==> src/rtl/dmem_arb_pkg.sv <==
// Shared types and constants for the data-memory arbiter.
// Latency: none (declarations only).
// Backpressure: not applicable.
package dmem_arb_pkg;

   typedef enum logic [1:0] {
      IDLE   = 2'd0,
      ACCESS = 2'd1,
      RESP   = 2'd2
   } state_e;

   typedef enum logic {
      OWN_CORE = 1'b0,
      OWN_DBG  = 1'b1
   } owner_e;

   localparam logic [1:0] S_SEL_WORD  = 2'b10;
   localparam logic [2:0] LD_SEL_WORD = 3'b010;
   localparam int         MEM_WORDS   = 256;
   // Lowest byte-address bit that lies beyond the data memory.
   localparam int         OOR_LSB     = $clog2(MEM_WORDS * 4);

endpackage

==> src/rtl/dmem_arb_starve_cnt.sv <==
// Saturating count of accepts the core won while debug was waiting.
// Latency: limit_hit reflects the count registered at the previous edge.
// Backpressure: none; inc is ignored once the limit is reached, clr wins.
module dmem_arb_starve_cnt #(
   parameter int STARVE_LIMIT = 4
) (
   input  logic clk,
   input  logic reset,
   input  logic inc,
   input  logic clr,
   output logic limit_hit
);

   localparam int CNT_W = (STARVE_LIMIT < 1) ? 1 : $clog2(STARVE_LIMIT + 1);
   localparam logic [CNT_W-1:0] LIMIT = CNT_W'(STARVE_LIMIT);

   logic [CNT_W-1:0] cnt_q, cnt_d;

   assign limit_hit = (cnt_q >= LIMIT);

   // Next count: clear on a debug grant, otherwise count up until saturated.
   always_comb begin
      cnt_d = cnt_q;
      if (clr) begin
         cnt_d = '0;
      end else if (inc && !limit_hit) begin
         cnt_d = cnt_q + 1'b1;
      end
   end

   // Count register with synchronous reset.
   always_ff @(posedge clk) begin
      if (reset) cnt_q <= '0;
      else       cnt_q <= cnt_d;
   end

endmodule

==> src/rtl/dmem_arbiter.sv <==
// Two-port (core, debug) arbiter in front of a single-ported data memory.
// Latency: grant to done is 2 cycles; one transaction every 2 cycles sustained.
// Backpressure: requesters hold req/payload until their combinational gnt pulse.
// Optional build macro DMEM_ARB_ADDR_CHECK_EN enables out-of-range address errors.
module dmem_arbiter #(
   parameter int STARVE_LIMIT = 4,
   parameter int ADDR_W       = 32
) (
   input  logic              clk,
   input  logic              reset,
   input  logic              c_req,
   input  logic              c_we,
   input  logic [ADDR_W-1:0] c_addr,
   input  logic [31:0]       c_wdata,
   input  logic [1:0]        c_s_sel,
   input  logic [2:0]        c_ld_sel,
   output logic              c_gnt,
   output logic              c_done,
   output logic              c_err,
   output logic              core_stall,
   output logic [31:0]       c_rdata,
   input  logic              d_req,
   input  logic              d_we,
   input  logic [ADDR_W-1:0] d_addr,
   input  logic [31:0]       d_wdata,
   output logic              d_gnt,
   output logic              d_done,
   output logic              d_err,
   output logic [31:0]       d_rdata,
   output logic              m_mem_write,
   output logic              m_mem_read,
   output logic [1:0]        m_s_sel,
   output logic [2:0]        m_ld_sel,
   output logic [ADDR_W-1:0] m_addr,
   output logic [31:0]       m_wdata,
   input  logic [31:0]       m_rd_data
);

   import dmem_arb_pkg::*;

   state_e            state_q, state_d;
   owner_e            owner_q, owner_d;
   logic              we_q, we_d;
   logic [ADDR_W-1:0] addr_q, addr_d;
   logic [31:0]       wdata_q, wdata_d;
   logic [1:0]        s_sel_q, s_sel_d;
   logic [2:0]        ld_sel_q, ld_sel_d;
   logic [31:0]       c_rdata_q, c_rdata_d;
   logic [31:0]       d_rdata_q, d_rdata_d;

   logic        limit_hit;
   logic        accept_ok, dbg_win, in_acc, in_resp, addr_bad;
   logic [31:0] rd_val;

`ifdef DMEM_ARB_ADDR_CHECK_EN
   assign addr_bad = |addr_q[ADDR_W-1:OOR_LSB];
`else
   assign addr_bad = 1'b0;
`endif

   // Debug wins when it is alone or has been starved long enough.
   assign accept_ok = (state_q != ACCESS) && !reset;
   assign dbg_win   = d_req && (limit_hit || !c_req);
   assign c_gnt     = accept_ok && c_req && !dbg_win;
   assign d_gnt     = accept_ok && dbg_win;

   assign in_acc  = (state_q == ACCESS) && !reset;
   assign in_resp = (state_q == RESP) && !reset;

   // Writes and rejected addresses report zero read data.
   assign rd_val = (we_q || addr_bad) ? 32'h0 : m_rd_data;

   assign m_mem_write = in_acc && we_q && !addr_bad;
   assign m_mem_read  = in_acc && !we_q && !addr_bad;
   assign m_s_sel     = in_acc ? s_sel_q  : 2'b00;
   assign m_ld_sel    = in_acc ? ld_sel_q : 3'b000;
   assign m_addr      = in_acc ? addr_q   : '0;
   assign m_wdata     = in_acc ? wdata_q  : 32'h0;

   assign c_done     = in_resp && (owner_q == OWN_CORE);
   assign d_done     = in_resp && (owner_q == OWN_DBG);
   assign c_err      = c_done && addr_bad;
   assign d_err      = d_done && addr_bad;
   assign c_rdata    = reset ? 32'h0 : c_rdata_q;
   assign d_rdata    = reset ? 32'h0 : d_rdata_q;
   assign core_stall = c_req && !c_done && !reset;

   dmem_arb_starve_cnt #(
      .STARVE_LIMIT (STARVE_LIMIT)
   ) u_starve (
      .clk       (clk),
      .reset     (reset),
      .inc       (c_gnt && d_req),
      .clr       (d_gnt),
      .limit_hit (limit_hit)
   );

   // FSM sequencing, payload capture on accept, read-data capture at end of ACCESS.
   always_comb begin
      state_d   = state_q;
      owner_d   = owner_q;
      we_d      = we_q;
      addr_d    = addr_q;
      wdata_d   = wdata_q;
      s_sel_d   = s_sel_q;
      ld_sel_d  = ld_sel_q;
      c_rdata_d = c_rdata_q;
      d_rdata_d = d_rdata_q;

      case (state_q)
         IDLE:    if (c_gnt || d_gnt) state_d = ACCESS;
         ACCESS: begin
            state_d = RESP;
            if (owner_q == OWN_CORE) c_rdata_d = rd_val;
            else                     d_rdata_d = rd_val;
         end
         RESP:    state_d = (c_gnt || d_gnt) ? ACCESS : IDLE;
         default: state_d = IDLE;
      endcase

      if (c_gnt) begin
         owner_d  = OWN_CORE;
         we_d     = c_we;
         addr_d   = c_addr;
         wdata_d  = c_wdata;
         s_sel_d  = c_s_sel;
         ld_sel_d = c_ld_sel;
      end else if (d_gnt) begin
         owner_d  = OWN_DBG;
         we_d     = d_we;
         addr_d   = d_addr;
         wdata_d  = d_wdata;
         s_sel_d  = S_SEL_WORD;
         ld_sel_d = LD_SEL_WORD;
      end
   end

   // State and payload registers with synchronous reset.
   always_ff @(posedge clk) begin
      if (reset) begin
         state_q   <= IDLE;
         owner_q   <= OWN_CORE;
         we_q      <= 1'b0;
         addr_q    <= '0;
         wdata_q   <= 32'h0;
         s_sel_q   <= 2'b00;
         ld_sel_q  <= 3'b000;
         c_rdata_q <= 32'h0;
         d_rdata_q <= 32'h0;
      end else begin
         state_q   <= state_d;
         owner_q   <= owner_d;
         we_q      <= we_d;
         addr_q    <= addr_d;
         wdata_q   <= wdata_d;
         s_sel_q   <= s_sel_d;
         ld_sel_q  <= ld_sel_d;
         c_rdata_q <= c_rdata_d;
         d_rdata_q <= d_rdata_d;
      end
   end

endmodule

==> config.mk <==
export PLATFORM = sky130hd
export DESIGN_NAME = dmem_arbiter
export DESIGN_NICKNAME = d
export VERILOG_FILES = /design/src/rtl/dmem_arb_pkg.sv /design/src/rtl/dmem_arb_starve_cnt.sv /design/src/rtl/dmem_arbiter.sv
export SDC_FILE = /design/constraint.sdc
export NUM_CORES = 1
export LEC_CHECK = 0
export CAP_MARGIN = 5
export CORE_MARGIN = 2
export CORE_UTILIZATION = 47
export CTS_BUF_LIST = sky130_fd_sc_hd__clkbuf_2
export DETAILED_ROUTE_END_ITERATION = 10
export HOLD_SLACK_MARGIN = 0.15
export PLACE_DENSITY = 0.88
export SYNTH_ARGS = -nofsm -noshare
export SYNTH_HDL_FRONTEND = slang
export SYNTH_SLANG_ARGS = --single-unit
export TNS_END_PERCENT = 100
==> constraint.sdc <==
create_clock -name clk -period 3.6 [get_ports clk]
set_clock_uncertainty 0.15 [all_clocks]
set_input_delay 0.72 -clock clk [delete_from_list [all_inputs] [get_ports clk]]
set_output_delay 0.72 -clock clk [all_outputs]
set_load 0.01 [all_outputs]
==> flow_summary.json <==
{
  "core_sq_um": 15150,
  "layout.cells.non_filler": 1375,
  "synth-seq-cells": 140,
  "count_of_buffers_inserted_at_the_top_level_ports": 310,
  "starting_density_pct": 48.00,
  "cts_buffer_depth": 2,
  "grt_setup_unrepaired": "no",
  "timing.critical_path.fanout_max": 30,
  "global_route.overflow_total": 0,
  "cap_viol_max_count": 0,
  "hp-class": "input pin to flip-flop",
  "place.detailed.hpwl_microns": 17460,
  "power_per_cell_area_nw_per_um2": 320.0,
  "synth_compound_area_share_pct": 19.84,
  "numPlacedInstances": 1338,
  "drt_wl_total_microns": 26140,
  "critical_path.startpoint": "state_q[0]",
  "cts-htree-levels": 4,
  "clock_sink_count": 140,
  "detailroute.via_count": 8234,
  "yosys.area_share.xor_xnor_pct": 0,
  "synth.lib_cells_used.distinct": 36,
  "grt_usage_pct": 30.22,
  "comb_power_share_pct": 21.8,
  "drtIter0Drc": 606,
  "gp_congestion": 0.8928,
  "critPathLaunchType": "flip-flop",
  "ir_drop_mv": 0.1991,
  "hold_path.startpoint": "d_req",
  "max_clock_freq_ghz": 0.2965,
  "worstPathArrival_ns": 2.50,
  "use_met3_pct": 7.651,
  "final_net_count": 1346,
  "hold_slack_ns": 0.2250,
  "p_int_mw": 2.386,
  "layout_worst_path_cycle_share_pct": 93.69,
  "global_route_wire_length_before_repair_microns": 39320,
  "floorplan.die_area_sq_um": 16480,
  "core.rowCount": 45,
  "setup.reg_to_reg.worst_slack_ns": 1.40,
  "grt_use_met1_pct": 37.62,
  "post_cts_clock_slew_at_the_launch_and_capture_registers_of_the_worst_setup_and_hold_paths_ns": 0.20,
  "worstReg2RegEnd": "wdata_q[24]",
  "synth_enable_flop_cells": 0,
  "power.share.switching_pct": 29.92,
  "cts_tree": "yes",
  "rr_worst_depth": 4,
  "boundaryPins": 313,
  "ctsRootBufferMaster": "sky130_fd_sc_hd__clkbuf_2",
  "synthesis.area_sq_um": 7271,
  "clock_insertion_delay_worst_skew_ns": 0.70,
  "synth.yosys.seq_area_share_pct": 38.55,
  "timing.slew.headroom_pct": 48.75,
  "reg2reg_from": "state_q[1]",
  "critical_path.endpoint": "m_addr[6]",
  "finalCriticalPeriod_ns": 3.373,
  "synthesis.yosys.warnings": 0,
  "drv_slew": 0,
  "synth_top_flop_cell": "sky130_fd_sc_hd__dfxtp_1",
  "most_common_cell_after_layout_fill_and_taps_aside": "sky130_fd_sc_hd__clkdlybuf4s50_1",
  "end_kind": "primary output",
  "peak_usage_layer_in_the_global_routing_report": "met2",
  "tns_ns": 0,
  "gate_count_of_the_mapped_netlist": 936,
  "antenna_violations_before_repair": 2,
  "dp_worst_setup_slack_ns": 0.4318,
  "final_antenna_net_count": 0,
  "tritoncts.num_buffers": 17,
  "die_height_microns": 128.4,
  "worst_slew_pin_slew_ns": 0.7688,
  "grt_start_max_net_pins": 94,
  "area_delta_synth_final_pct": 46.29,
  "drive_gt1_share_pct": 6.329,
  "leakagePower_nw": 3.928,
  "setup.worst_path.class": "flip-flop to primary output",
  "grt_util_met2_pct": 49.16,
  "pwr-share-seq_pct": 50.1,
  "final_ws_setup_ns": 0.2273,
  "synth_adder_area_share_pct": 0.3442,
  "post_drt_wl_per_cell_microns": 19.01,
  "synthesis.area_per_instance_sq_um": 7.768,
  "grt_pass1_vias": 7368,
  "synth.mux.area_fraction_pct": 0,
  "final-hold-violation-count": 0,
  "vias_per_cell": 5.988,
  "drtPass1Iterations": 7,
  "route.detailed.drc": 0,
  "p_clk_share_pct": 28.1,
  "p_total_mw": 3.404,
  "mostFrequentLayoutCells": "308 x sky130_fd_sc_hd__clkdlybuf4s50_1, 138 x sky130_fd_sc_hd__dfxtp_1, 129 x sky130_fd_sc_hd__nand2_1, 104 x sky130_fd_sc_hd__nand4_1, 97 x sky130_fd_sc_hd__nor2b_1",
  "required_ns": 2.73,
  "synth_top_family_by_area": "simple AND/OR/NAND/NOR gates",
  "total_switching_power_mw": 1.019,
  "final-setup-viol-count": 0,
  "synth-simple-area-share_pct": 33.02,
  "run_status": "complete, no violations",
  "fillers": 1235,
  "asyncSetResetFlopFracSynth_pct": 0,
  "die_width_microns": 128.4
}
[registers in the layout (all words and copies together), names as in the netlist]
signal	cells
addr_q	32
c_rdata_q	32
d_rdata_q	32
wdata_q	32
ld_sel_q	3
u_starve.cnt_q	3
s_sel_q	2
state_q	2
owner_q	1
we_q	1
[per-layer routing]
layer | routed length [microns] | vias to the layer above
met5 | 0 | -
li1 | - | 3889
met4 | 1095 | 0
met1 | 10540 | 3869
met2 | 12600 | 392
met3 | 1902 | 84
[Yosys cell counts (all sizes together) (2+ instances only)]
cell type  number  share of area, %
a2111oi        10               1.6
a21oi          81               5.6
a31oi          55               4.7
and3           70               6.0
buf            46               3.4
clkbuf         77               4.0
dfxtp         140                39
ha              2              0.34
inv            15              0.77
nand2         129               6.7
nand2b          3              0.26
nand3           2              0.14
nand4         104               8.9
nor2            5              0.26
nor2b          98               8.4
nor3            3              0.36
nor4           10              0.86
o21ai           6              0.41
o221a           2              0.31
o31ai          56               5.8
o41ai          12               1.4
[logic make-up (layout without fill, tap and decap cells)]
group                      count (synthesis)  after routing
AOI/OAI and AO/OA                        222            222
adders and majority gates                  2              2
buffers and inverters                    138            385
DFF                                      140            140
other                                      1              4
and+or+nand+nor                          433            434
[worst max-delay path, stage by stage, from the launching register on]
cell and delay [ns]:
sky130_fd_sc_hd__dfxtp_2 0.49, sky130_fd_sc_hd__and2b_4 0.31, sky130_fd_sc_hd__buf_12 0.21, sky130_fd_sc_hd__and3_1 0.21, sky130_fd_sc_hd__clkdlybuf4s50_1 0.56
[power groups by stage]
stage | clock network (mW) | logic [mW] | registers (mW)
finish | 0.956 | 0.744 | 1.70
global route | 1.03 | 0.800 | 1.71
CTS | 0.974 | 0.735 | 1.70
detailed placement | 0 | 0.728 | 1.73
global placement | 0 | 0.715 | 1.73
floorplan | 0 | 0.393 | 1.71
[cell type report]
class	count	area (sq um)	area share [%]
Antenna cell	2	5.005	0.04705
Clock buffer	17	85.08	0.7999
Clock inverter	14	152.6	1.435
Inverter	15	56.30	0.5293
Multi-Input combinational cell	660	3915	36.81
Sequential cell	140	2805	26.37
Tap cell	188	235.2	2.211
Timing Repair Buffer	339	3382	31.80
[worst min-delay path by stage]
stage	cells past startpoint	end	slack [ns]
finish	3	u_starve.cnt_q[2]	0.22
floorplan	2	c_rdata_q[0]	0.28
CTS	3	u_starve.cnt_q[2]	0.16
global route	3	u_starve.cnt_q[1]	0.16
detailed placement	2	d_rdata_q[24]	0.29
global placement	2	d_rdata_q[29]	0.29
[repair_timing]
item / in CTS / in global routing
pin swaps: 0 / 0
buffers inserted: 0 / 2
cloned: 1 / 0
setup endpoints to repair: 56 / 56
hold buffers: 1 / 0
hold endpoints to repair: 11 / 0
resized for setup: 1 / 1
[stage by stage]
stage                     util (%)  instance area (sq um)
after floorplan                  -                   7274
after global placement       68.39                  10360
after detailed placement     68.39                  10360
after CTS                    70.09                  10620
after global routing         70.21                  10630
final                        70.23                  10640
(Power assumes the default switching activity.)
